$ cat config.mk
export PLATFORM = sky130hd
export DESIGN_NAME = ber_counter_param
export DESIGN_NICKNAME = d
export VERILOG_FILES = /design/src/rtl/ber_counter_param.sv
export SDC_FILE = /design/constraint.sdc
export NUM_CORES = 2
export LEC_CHECK = 0
export CAP_MARGIN = 40
export CORE_MARGIN = 1.5
export CORE_UTILIZATION = 45
export DETAILED_ROUTE_END_ITERATION = 8
export GPL_TIMING_DRIVEN = 0
export PLACE_DENSITY = 0.66
export SLEW_MARGIN = 15
export SYNTH_ARGS = -nofsm -noshare
export SYNTH_HDL_FRONTEND = slang
export SYNTH_SLANG_ARGS = --single-unit
export TNS_END_PERCENT = 20
$ cat constraint.sdc
create_clock -name clock -period 10.6 [get_ports clock]
set_input_delay 3.18 -clock clock [delete_from_list [all_inputs] [get_ports clock]]
set_output_delay 3.18 -clock clock [all_outputs]
set_load 0.1 [all_outputs]
$ cat src/rtl/ber_counter_param.sv
// -----------------------------------------------------------------------------
// ber_counter_param
//
// Bit-error-rate counter for one demodulated rail (instantiate once per I/Q).
// The local PRBS reference is pushed through a DEPTH-tap delay line. After the
// line is filled, every tap is scored over a WINDOW-sample window. The tap with
// the fewest errors is selected; ties go to the lower tap. If that tap scores at
// or under LOCK_THR the block locks and counts errors and compared bits with
// saturating counters. Otherwise it pulses o_search_fail and sweeps again
// without refilling.
//
// All state advances only on a sample (i_enable && i_valid). Outputs are
// registered, so they reflect a sample one clock after it is presented.
//
// Optional feature (compile-time macro BER_RELOCK_EN):
//   When defined, LOCKED keeps scoring WINDOW-sample windows on the locked tap.
//   A window with more than RELOCK_THR errors drops lock and restarts the sweep
//   from tap 0. o_errors/o_bits hold while searching and are cleared on re-lock.
//   When undefined, LOCKED is left only through reset.
//
// Ports:
//   clock          system clock
//   i_reset        synchronous reset, active-high, highest priority
//   i_enable       global enable; low freezes all state
//   i_valid        sample strobe for i_rx_bit / i_ref_bit
//   i_rx_bit       slicer output bit
//   i_ref_bit      local PRBS reference bit
//   i_clear        clears o_errors / o_bits (wins over a simultaneous sample)
//   o_locked       alignment found
//   o_delay        selected tap (current sweep tap while searching)
//   o_search_fail  one-cycle pulse when a sweep ends without an acceptable tap
//   o_errors       saturating error count since lock or clear
//   o_bits         saturating compared-bit count since lock or clear
// -----------------------------------------------------------------------------
module ber_counter_param #(
  parameter int DEPTH      = 1024,
  parameter int WINDOW     = 511,
  parameter int CNT_W      = 64,
  parameter int LOCK_THR   = 0,
  parameter int RELOCK_THR = 8
) (
  input  logic                     clock,
  input  logic                     i_reset,
  input  logic                     i_enable,
  input  logic                     i_valid,
  input  logic                     i_rx_bit,
  input  logic                     i_ref_bit,
  input  logic                     i_clear,
  output logic                     o_locked,
  output logic [$clog2(DEPTH)-1:0] o_delay,
  output logic                     o_search_fail,
  output logic [CNT_W-1:0]         o_errors,
  output logic [CNT_W-1:0]         o_bits
);

  localparam int DW = $clog2(DEPTH);
  localparam int EW = $clog2(WINDOW + 1);
  // One counter serves both the fill phase (DEPTH samples) and the window
  // phase (WINDOW samples), so it is sized for the larger of the two.
  localparam int CW = (DW > EW) ? DW : EW;

  localparam logic [CW-1:0] FILL_LAST    = CW'(DEPTH - 1);
  localparam logic [CW-1:0] WIN_LAST     = CW'(WINDOW - 1);
  localparam logic [DW-1:0] TAP_LAST     = DW'(DEPTH - 1);
  localparam logic [EW-1:0] LOCK_THR_E   = EW'(LOCK_THR);
  localparam logic [EW-1:0] RELOCK_THR_E = EW'(RELOCK_THR);

`ifdef BER_RELOCK_EN
  localparam logic RELOCK_EN = 1'b1;
`else
  localparam logic RELOCK_EN = 1'b0;
`endif

  typedef enum logic [1:0] {
    ST_FILL   = 2'd0,
    ST_SEARCH = 2'd1,
    ST_LOCKED = 2'd2
  } state_t;

  state_t           state_q,    state_d;
  logic [DEPTH-1:0] sr_q,       sr_d;
  logic [CW-1:0]    cnt_q,      cnt_d;
  logic [DW-1:0]    tap_q,      tap_d;
  logic [EW-1:0]    win_err_q,  win_err_d;
  logic [EW-1:0]    best_err_q, best_err_d;
  logic [DW-1:0]    best_tap_q, best_tap_d;
  logic             locked_q,   locked_d;
  logic             fail_q,     fail_d;
  logic [CNT_W-1:0] errors_q,   errors_d;
  logic [CNT_W-1:0] bits_q,     bits_d;

  logic             sample_s;
  logic             err_s;
  logic             win_end_s;
  logic [EW-1:0]    win_next_s;
  logic [EW-1:0]    best_err_new_s;
  logic [DW-1:0]    best_tap_new_s;
  logic             lock_now_s;

  // Saturating increment: holds at all-ones once reached.
  function automatic logic [CNT_W-1:0] sat_inc(input logic [CNT_W-1:0] v,
                                               input logic             inc);
    if (inc && (v != {CNT_W{1'b1}})) begin
      return v + CNT_W'(1);
    end else begin
      return v;
    end
  endfunction

  assign sample_s   = i_enable & i_valid;
  // Compare against the tap before this sample's shift.
  assign err_s      = i_rx_bit ^ sr_q[tap_q];
  assign win_end_s  = (cnt_q == WIN_LAST);
  // Window score including the current sample's error bit.
  assign win_next_s = win_err_q + EW'(err_s);

  // Best-so-far including the window that may be ending now; strict compare
  // keeps the lower tap on ties.
  always_comb begin
    best_err_new_s = best_err_q;
    best_tap_new_s = best_tap_q;
    if (win_next_s < best_err_q) begin
      best_err_new_s = win_next_s;
      best_tap_new_s = tap_q;
    end else begin
      best_err_new_s = best_err_q;
      best_tap_new_s = best_tap_q;
    end
  end

  // Alignment state machine: fill, sweep/score taps, locked monitoring.
  always_comb begin
    state_d    = state_q;
    sr_d       = sr_q;
    cnt_d      = cnt_q;
    tap_d      = tap_q;
    win_err_d  = win_err_q;
    best_err_d = best_err_q;
    best_tap_d = best_tap_q;
    locked_d   = locked_q;
    fail_d     = 1'b0;
    lock_now_s = 1'b0;

    if (sample_s) begin
      sr_d = {sr_q[DEPTH-2:0], i_ref_bit};
      case (state_q)
        ST_FILL: begin
          if (cnt_q == FILL_LAST) begin
            state_d   = ST_SEARCH;
            cnt_d     = {CW{1'b0}};
            tap_d     = {DW{1'b0}};
            win_err_d = {EW{1'b0}};
          end else begin
            cnt_d = cnt_q + CW'(1);
          end
        end

        ST_SEARCH: begin
          if (win_end_s) begin
            cnt_d     = {CW{1'b0}};
            win_err_d = {EW{1'b0}};
            if (tap_q == TAP_LAST) begin
              // Sweep end: decide on the best tap including this window.
              if (best_err_new_s <= LOCK_THR_E) begin
                state_d    = ST_LOCKED;
                tap_d      = best_tap_new_s;
                best_err_d = best_err_new_s;
                best_tap_d = best_tap_new_s;
                locked_d   = 1'b1;
                lock_now_s = 1'b1;
              end else begin
                fail_d     = 1'b1;
                tap_d      = {DW{1'b0}};
                best_err_d = {EW{1'b1}};
              end
            end else begin
              best_err_d = best_err_new_s;
              best_tap_d = best_tap_new_s;
              tap_d      = tap_q + DW'(1);
            end
          end else begin
            cnt_d     = cnt_q + CW'(1);
            win_err_d = win_next_s;
          end
        end

        ST_LOCKED: begin
          if (RELOCK_EN) begin
            if (win_end_s) begin
              cnt_d     = {CW{1'b0}};
              win_err_d = {EW{1'b0}};
              if (win_next_s > RELOCK_THR_E) begin
                state_d    = ST_SEARCH;
                tap_d      = {DW{1'b0}};
                best_err_d = {EW{1'b1}};
                locked_d   = 1'b0;
              end else begin
                locked_d = 1'b1;
              end
            end else begin
              cnt_d     = cnt_q + CW'(1);
              win_err_d = win_next_s;
            end
          end else begin
            cnt_d = cnt_q;
          end
        end

        default: begin
          state_d  = ST_FILL;
          cnt_d    = {CW{1'b0}};
          tap_d    = {DW{1'b0}};
          locked_d = 1'b0;
        end
      endcase
    end else begin
      sr_d = sr_q;
    end
  end

  // Error/bit counters: clear beats lock entry beats counting.
  always_comb begin
    errors_d = errors_q;
    bits_d   = bits_q;
    if (i_enable && i_clear) begin
      errors_d = {CNT_W{1'b0}};
      bits_d   = {CNT_W{1'b0}};
    end else if (lock_now_s) begin
      errors_d = {CNT_W{1'b0}};
      bits_d   = {CNT_W{1'b0}};
    end else if (sample_s && (state_q == ST_LOCKED)) begin
      errors_d = sat_inc(errors_q, err_s);
      bits_d   = sat_inc(bits_q, 1'b1);
    end else begin
      errors_d = errors_q;
      bits_d   = bits_q;
    end
  end

  // State registers with synchronous reset.
  always_ff @(posedge clock) begin
    if (i_reset) begin
      state_q    <= ST_FILL;
      sr_q       <= {DEPTH{1'b0}};
      cnt_q      <= {CW{1'b0}};
      tap_q      <= {DW{1'b0}};
      win_err_q  <= {EW{1'b0}};
      best_err_q <= {EW{1'b1}};
      best_tap_q <= {DW{1'b0}};
      locked_q   <= 1'b0;
      fail_q     <= 1'b0;
      errors_q   <= {CNT_W{1'b0}};
      bits_q     <= {CNT_W{1'b0}};
    end else begin
      state_q    <= state_d;
      sr_q       <= sr_d;
      cnt_q      <= cnt_d;
      tap_q      <= tap_d;
      win_err_q  <= win_err_d;
      best_err_q <= best_err_d;
      best_tap_q <= best_tap_d;
      locked_q   <= locked_d;
      fail_q     <= fail_d;
      errors_q   <= errors_d;
      bits_q     <= bits_d;
    end
  end

  assign o_locked      = locked_q;
  assign o_delay       = tap_q;
  assign o_search_fail = fail_q;
  assign o_errors      = errors_q;
  assign o_bits        = bits_q;

endmodule

# After elaboration in Yosys (flattened, before gate mapping)
# Index checks and enable logic that the tools add are counted.
[word_totals]
wordCells = 90
regBits = 1204
out_inout_bits = 140
[classes]
addsub = 5
muxes = 34
n_reduce_logical = 17
bitwise_logic = 8
order_cmp = 3
n_eq_ne = 12
[op_table]
columns = ["operator", "n"]
rows = [
  ["$add A64 B1 Y64 const B", 2],
  ["$ne A64 B64 Y1 const B", 2],
  ["$mux W10", 9],
  ["$pmux W10 S3", 2],
  ["$mux W9", 5],
  ["$add A10 B1 Y10 const B", 2],
  ["$eq A10 B10 Y1 const B", 2],
  ["$pmux W9 S2", 1],
  ["$lt A10 B11 Y1 const B", 1],
  ["$bmux W1 S10", 1],
  ["$eq A10 B9 Y1 const B", 1],
  ["$mux W1", 10],
  ["$add A9 B1 Y9", 1],
  ["$le A9 B1 Y1 const B", 1],
  ["$lt A9 B9 Y1", 1],
  ["$mux W2", 4],
  ["$ne A2 B2 Y1 const B", 4],
  ["$reduce_and A4 Y1", 2],
  ["$not A1 Y1", 6],
  ["$pmux W2 S3", 1],
  ["$reduce_and A2 Y1", 3],
  ["$reduce_and A3 Y1", 2],
  ["$reduce_and A6 Y1", 1],
  ["$reduce_and A5 Y1", 1],
  ["12 further kinds", 14],
]

# Longest topological paths before layout
[logic_depth]
ltp_word = 13
mapped_depth = 30
ltp_nobuf = 21

# Least setup slack after synthesis
# OpenSTA, ideal clock, no wires.
[synth_path]
path_type = "input-to-reg"
startpoint = "input i_rx_bit"
endpoint = "register best_err_q[2]"
path_slack_ps = 2687
stages = 19
arrival_time_ps = 7790
path_buffers = 4
path_cell_list = "inv_1 -> a2111oi_0 -> nor4b_4 -> clkbuf_1 -> ha_1 -> ha_1 -> ha_1 -> a21o_1 -> a21o_1 -> a21o_1 -> a21o_1 -> a2111oi_0 -> o21a_1 -> clkbuf_1 -> and3_1 -> clkbuf_1 -> buf_1 -> a2bb2oi_1 -> or2_2"
[synth_via]
elab_chain_cells = 7
[synth_lines]
columns = ["item", "line_no", "rtl"]
rows = [
  ["start, declared", "46", "input logic i_rx_bit,"],
  ["$xor A1 B1 Y1 (*)", "112", "assign err_s = i_rx_bit ^ sr_q[tap_q];"],
  ["$add A9 B1 Y9 (*)", "115", "assign win_next_s = win_err_q + EW'(err_s);"],
  ["$lt A9 B9 Y1", "122", "if (win_next_s < best_err_q) begin"],
  ["$mux W9 (*)", "122", ""],
  ["$le A9 B1 Y1", "164", "if (best_err_new_s <= LOCK_THR_E) begin"],
  ["$mux W9", "164", ""],
  ["$mux W9 (*)", "162", "if (tap_q == TAP_LAST) begin"],
  ["end signal, assigned", "248", "best_err_q <= {EW{1'b1}};"],
  ["end signal, assigned", "260", "best_err_q <= best_err_d;"],
  ["end, declared", "85", "logic [EW-1:0] best_err_q, best_err_d;"],
]
# Mark *: on every way between the ends. The rest lies on a longest branch, timed or not.
# A chain may end at the register's enable or synchronous reset.

# Final worst setup path
[layout_path]
startpoint = "register tap_q[4], in the netlist o_delay[4]"
endpoint = "register errors_q[6], in the netlist o_errors[6]"
[layout_via]
elab_chain_cells = 13
elab_cells_between_ends = 16
[layout_lines]
columns = ["item", "line_no", "rtl"]
rows = [
  ["start, declared", "83", "logic [DW-1:0] tap_q, tap_d;"],
  ["start signal, assigned", "246", "tap_q <= {DW{1'b0}};"],
  ["start signal, assigned", "258", "tap_q <= tap_d;"],
  ["$bmux W1 S10", "112", ""],
  ["$mux W1 (implied by the code)", "112", ""],
  ["$xor A1 B1 Y1", "112", ""],
  ["$add A9 B1 Y9", "115", ""],
  ["$lt A9 B9 Y1", "122", ""],
  ["$mux W9", "122", ""],
  ["$le A9 B1 Y1", "164", ""],
  ["$mux W1", "164", ""],
  ["$mux W1", "162", ""],
  ["$mux W1", "159", "if (win_end_s) begin"],
  ["$mux W1", "146", "case (state_q)"],
  ["$mux W1", "144", "if (sample_s) begin"],
  ["$reduce_or A3 Y1 (no line)", "-", ""],
  ["end signal, assigned", "252", "errors_q <= {CNT_W{1'b0}};"],
  ["end signal, assigned", "264", "errors_q <= errors_d;"],
  ["end, declared", "89", "logic [CNT_W-1:0] errors_q, errors_d;"],
]
# Parallel ways exist; a longest one is shown, timed or not. The select of a mux whose other input is x is not followed.

==> out/metrics.csv <==
stage,metric,value,unit
floorplanning,Starting Density,45.4,%
global_routing,pin count of the biggest net entering global routing,20,
worst_setup_path,crit path launch type,flip-flop,
placed_design,DP HPWL,121000,um
timing,Final setup viols,0,
routing,drt via density,5.78,
yosys,syn_nets,6287,
yosys,area of the mapped netlist,0.0520,mm^2
worst_setup_path,critical path class,flip-flop to flip-flop,
routing,Antenna Nets Post-Route,0,
global_routing,initial antenna violation count,9,
global_routing,vias in the first global route,44200,
clock_tree,H-tree depth,4,
routing,wire per inst,20.6,um
finish,Reg area,0.0241,mm^2
clock_tree,CTS tree,yes,
finish,FILL cells,10100,
floorplanning,core area,0.115,mm^2
floorplanning,chip width,343,um
clock_tree,clk root buf,clkbuf_16,
timing,Peak Freq,96.2,MHz
worst_setup_path,CP endpoint kind,flip-flop,
min_path,HP Class,flip-flop to flip-flop,
floorplanning,die footprint,0.118,mm^2
routing,initial DRC count,5456,
timing,final worst clock skew,0.0401,ns
finish,area growth from synthesis to layout,20.8,%
power_and_ir_drop,leakage,0.0200,uW
finish,area occupied by multi-input gates,0.0258,mm^2
yosys,Synth area leader,dfxtp_1,
worst_setup_path,critical path arrival,11.06,ns
yosys,Syn Inst Count,6265,
floorplanning,Top-Level Pins,147,
timing,Final Hold Fails,0,
finish,"Cell Count, Final, Fillers Out",8331,
clock_tree,clock transition at the registers of the reported paths,0.06,ns
yosys,Main synth FF type,dfxtp_1,
placed_design,pre-CTS WS,-0.285,ns
yosys,post-synth top area share,46.3,%
yosys,post-synthesis sequential area ratio,46.3,%
floorplanning,num rows,124,
run_status,outcome,"complete, but fails checks",
timing,WHS,0.441,ns
yosys,Synth warnings,0,
timing,RSZ-0062 raised after global routing,yes,
timing,fin worst setup slack,0.205,ns
timing,Slew headroom,33.6,%
clock_tree,Max clock buf depth,3,
finish,fin util,54.9,%
run_status,failing checks,design-rule violations,
timing,Tightest Pin Transition,0.989,ns
finish,share of layout cells above drive strength 1,10.4,%
yosys,Post-synth ARST share,0,%
clock_tree,CTS Sinks,1204,
routing,Via Count,48200,
timing,Final period util,98.1,%
worst_setup_path,WP data required,11.27,ns
worst_setup_path,"Max FO, Critical Path",10,
placed_design,Placed Cells,8094,
global_routing,GRT Util Overall,28.5,%
clock_tree,CTS Buf Count,132,
yosys,synth unique cells,70,
power_and_ir_drop,PwrDens,151,mW/mm^2
routing,final wirelength,172000,um
timing,Final Slew Violations,0,
placed_design,routability cong.,0.941,
placed_design,Port Buffers,146,
clock_tree,clk_lat worst skew,0.75,ns
yosys,#FFs+latches synth,1204,
yosys,"EDFF count, synth",0,
floorplanning,Die H,343,um
job,MaxCap Viol Count,0,
yosys,synth top area cells,"dfxtp_1 46%, nand2_1 16%, a21oi_1 11%, mux4_2 10%, clkbuf_1 2.8%",
power_and_ir_drop,maximum VDD drop,148,uV
routing,# DRC,24,
global_routing,wire length of the first global-routing pass,260000,um
timing,crit path time final,10.39,ns
yosys,Mean Syn Cell Area,8.30,um^2
finish,layout net count,6739,
routing,first-pass iteration count of the detailed router,9,
global_routing,grt total ovfl,0,
==> registers in the layout (all words and copies together) (netlist names) <==
signal	cells
state_q	2
o_delay	10
o_bits	64
best_tap_q	10
o_errors	64
sr_q	1024
o_locked	1
cnt_q	10
win_err_q	9
best_err_q	9
o_search_fail	1
==> report_power, final <==
part / total (uW) / switching [uW] / internal (uW)
combinational: 282 / 243 / 39.8
clock: 4660 / 1960 / 2700
sequential: 4530 / 0.737 / 4530
total: 9470 / 2200 / 7270
==> critical path, stage by stage (launching register included) <==
cell and delay, ns:
dfxtp_1 0.43, clkbuf_1 0.65, clkinvlp_4 0.75, clkbuf_2 0.61
nor2_2 0.69, buf_8 0.24, nand3_1 0.13, o2111ai_1 0.14
o41ai_1 0.19, a211oi_1 0.64, nor3_1 0.18, nor4b_4 0.58
clkbuf_1 0.50, ha_1 0.33, ha_1 0.28, xor2_1 0.29
ha_1 0.29, a21o_1 0.16, a21o_1 0.18, a21o_1 0.18
a2111oi_1 0.63, o21a_1 0.20, clkbuf_1 0.37, o21a_1 0.33
o21a_1 0.45, clkbuf_1 0.54, nand2_1 0.12, mux2i_1 0.13
==> layout by cell type, fill, tap and decap left out, types with 39 or more instances in the layout <==
cell type | Yosys | routed
mux2i_1 | 110 | 110
clkbuf_1 | 389 | 409
buf_2 | 36 | 39
clkbuf_16 | 0 | 132
a21oi_1 | 1122 | 1122
dfxtp_1 | 1204 | 1204
buf_16 | 0 | 47
mux4_2 | 231 | 231
xor2_1 | 63 | 63
buf_8 | 0 | 104
nor2_1 | 164 | 162
a22oi_1 | 55 | 55
o21ai_0 | 61 | 61
or3_1 | 43 | 43
nand4_1 | 42 | 42
nand3_1 | 72 | 72
clkdlybuf4s50_1 | 0 | 146
nand2_1 | 2202 | 2202
==> Yosys cell counts (11+ instances only) <==
library cell     n
buf_1           32
nor4_1          14
mux2i_1        110
nor3_1          37
and3_1          36
a22oi_1         55
and4_1          11
nand4_1         42
a21oi_1       1122
nor2b_1         16
and2_1          20
dfxtp_1       1204
nand2_1       2202
a211oi_1        16
nor2_1         164
or3_1           43
buf_4           16
o21ai_0         61
mux2_2          13
xnor2_1         23
or4_1           14
mux4_2         231
buf_2           36
nand2b_1        32
inv_1           35
ha_1            15
nand3_1         72
o211ai_1        14
xor2_1          63
clkbuf_1       389
==> layer usage <==
metal | global-route usage, % | share of wire [%] | vias to the layer above
li1 | - | - | 22200
met1 | 37.6 | 40 | 23200
met2 | 43.9 | 45 | 2195
met3 | 6.18 | 9.8 | 549
met4 | 14.5 | 5.3 | 8
met5 | 0 | 0.093 | -
==> cells by family after synthesis <==
kind of cell | share of synthesized area [%]
fa+ha+maj | 0.361
flops | 46.3
mux | 12.4
compound gates | 14.0
buf+inv | 4.08
simple gates | 21.3
xor+xnor | 1.45
==> path summary, 6_finish.rpt <==
kind                      end  depth (start not counted)  slack [ns]        from
hold reg to reg     sr_q[337]                          2        0.44   sr_q[336]
setup reg to reg  o_errors[6]                         27        0.21  o_delay[4]
setup / recovery  o_errors[6]                         27        0.21  o_delay[4]
hold / removal      sr_q[337]                          2        0.44   sr_q[336]
==> final cells by class <==
cell class | count | area share, %
Multi-Input combinational cell | 4542 | 41.1
Sequential cell | 1204 | 38.4
Timing Repair Buffer | 319 | 7.22
Clock buffer | 181 | 5.87
Buffer | 481 | 3.18
Tap cell | 1512 | 3.01
Clock inverter | 54 | 1.09
Inverter | 37 | 0.227
Antenna cell | 1 | 0.00398
==> timing repair <==
item / in CTS / in global routing
endpoints found under the setup margin: 100 / 132
gates resized for setup: 1 / 7
hold buffers: 0 / 0
setup buffers: 0 / 0
endpoints found under the hold margin: 0 / 0
pin swaps: 0 / 0
==> through the flow <==
stage | power [uW] | setup TNS (ns) | cell area [um^2]
2_1_floorplan | 4800 | 0 | 52000
3_3_place_gp | 4900 | -144.15 | 55400
3_5_place_dp | 4900 | -10.63 | 58400
4_1_cts | 9510 | 0 | 62800
5_1_grt | 9730 | -0.00748 | 62800
6_report | 9470 | 0 | 62800
(Power assumes the default switching activity.)
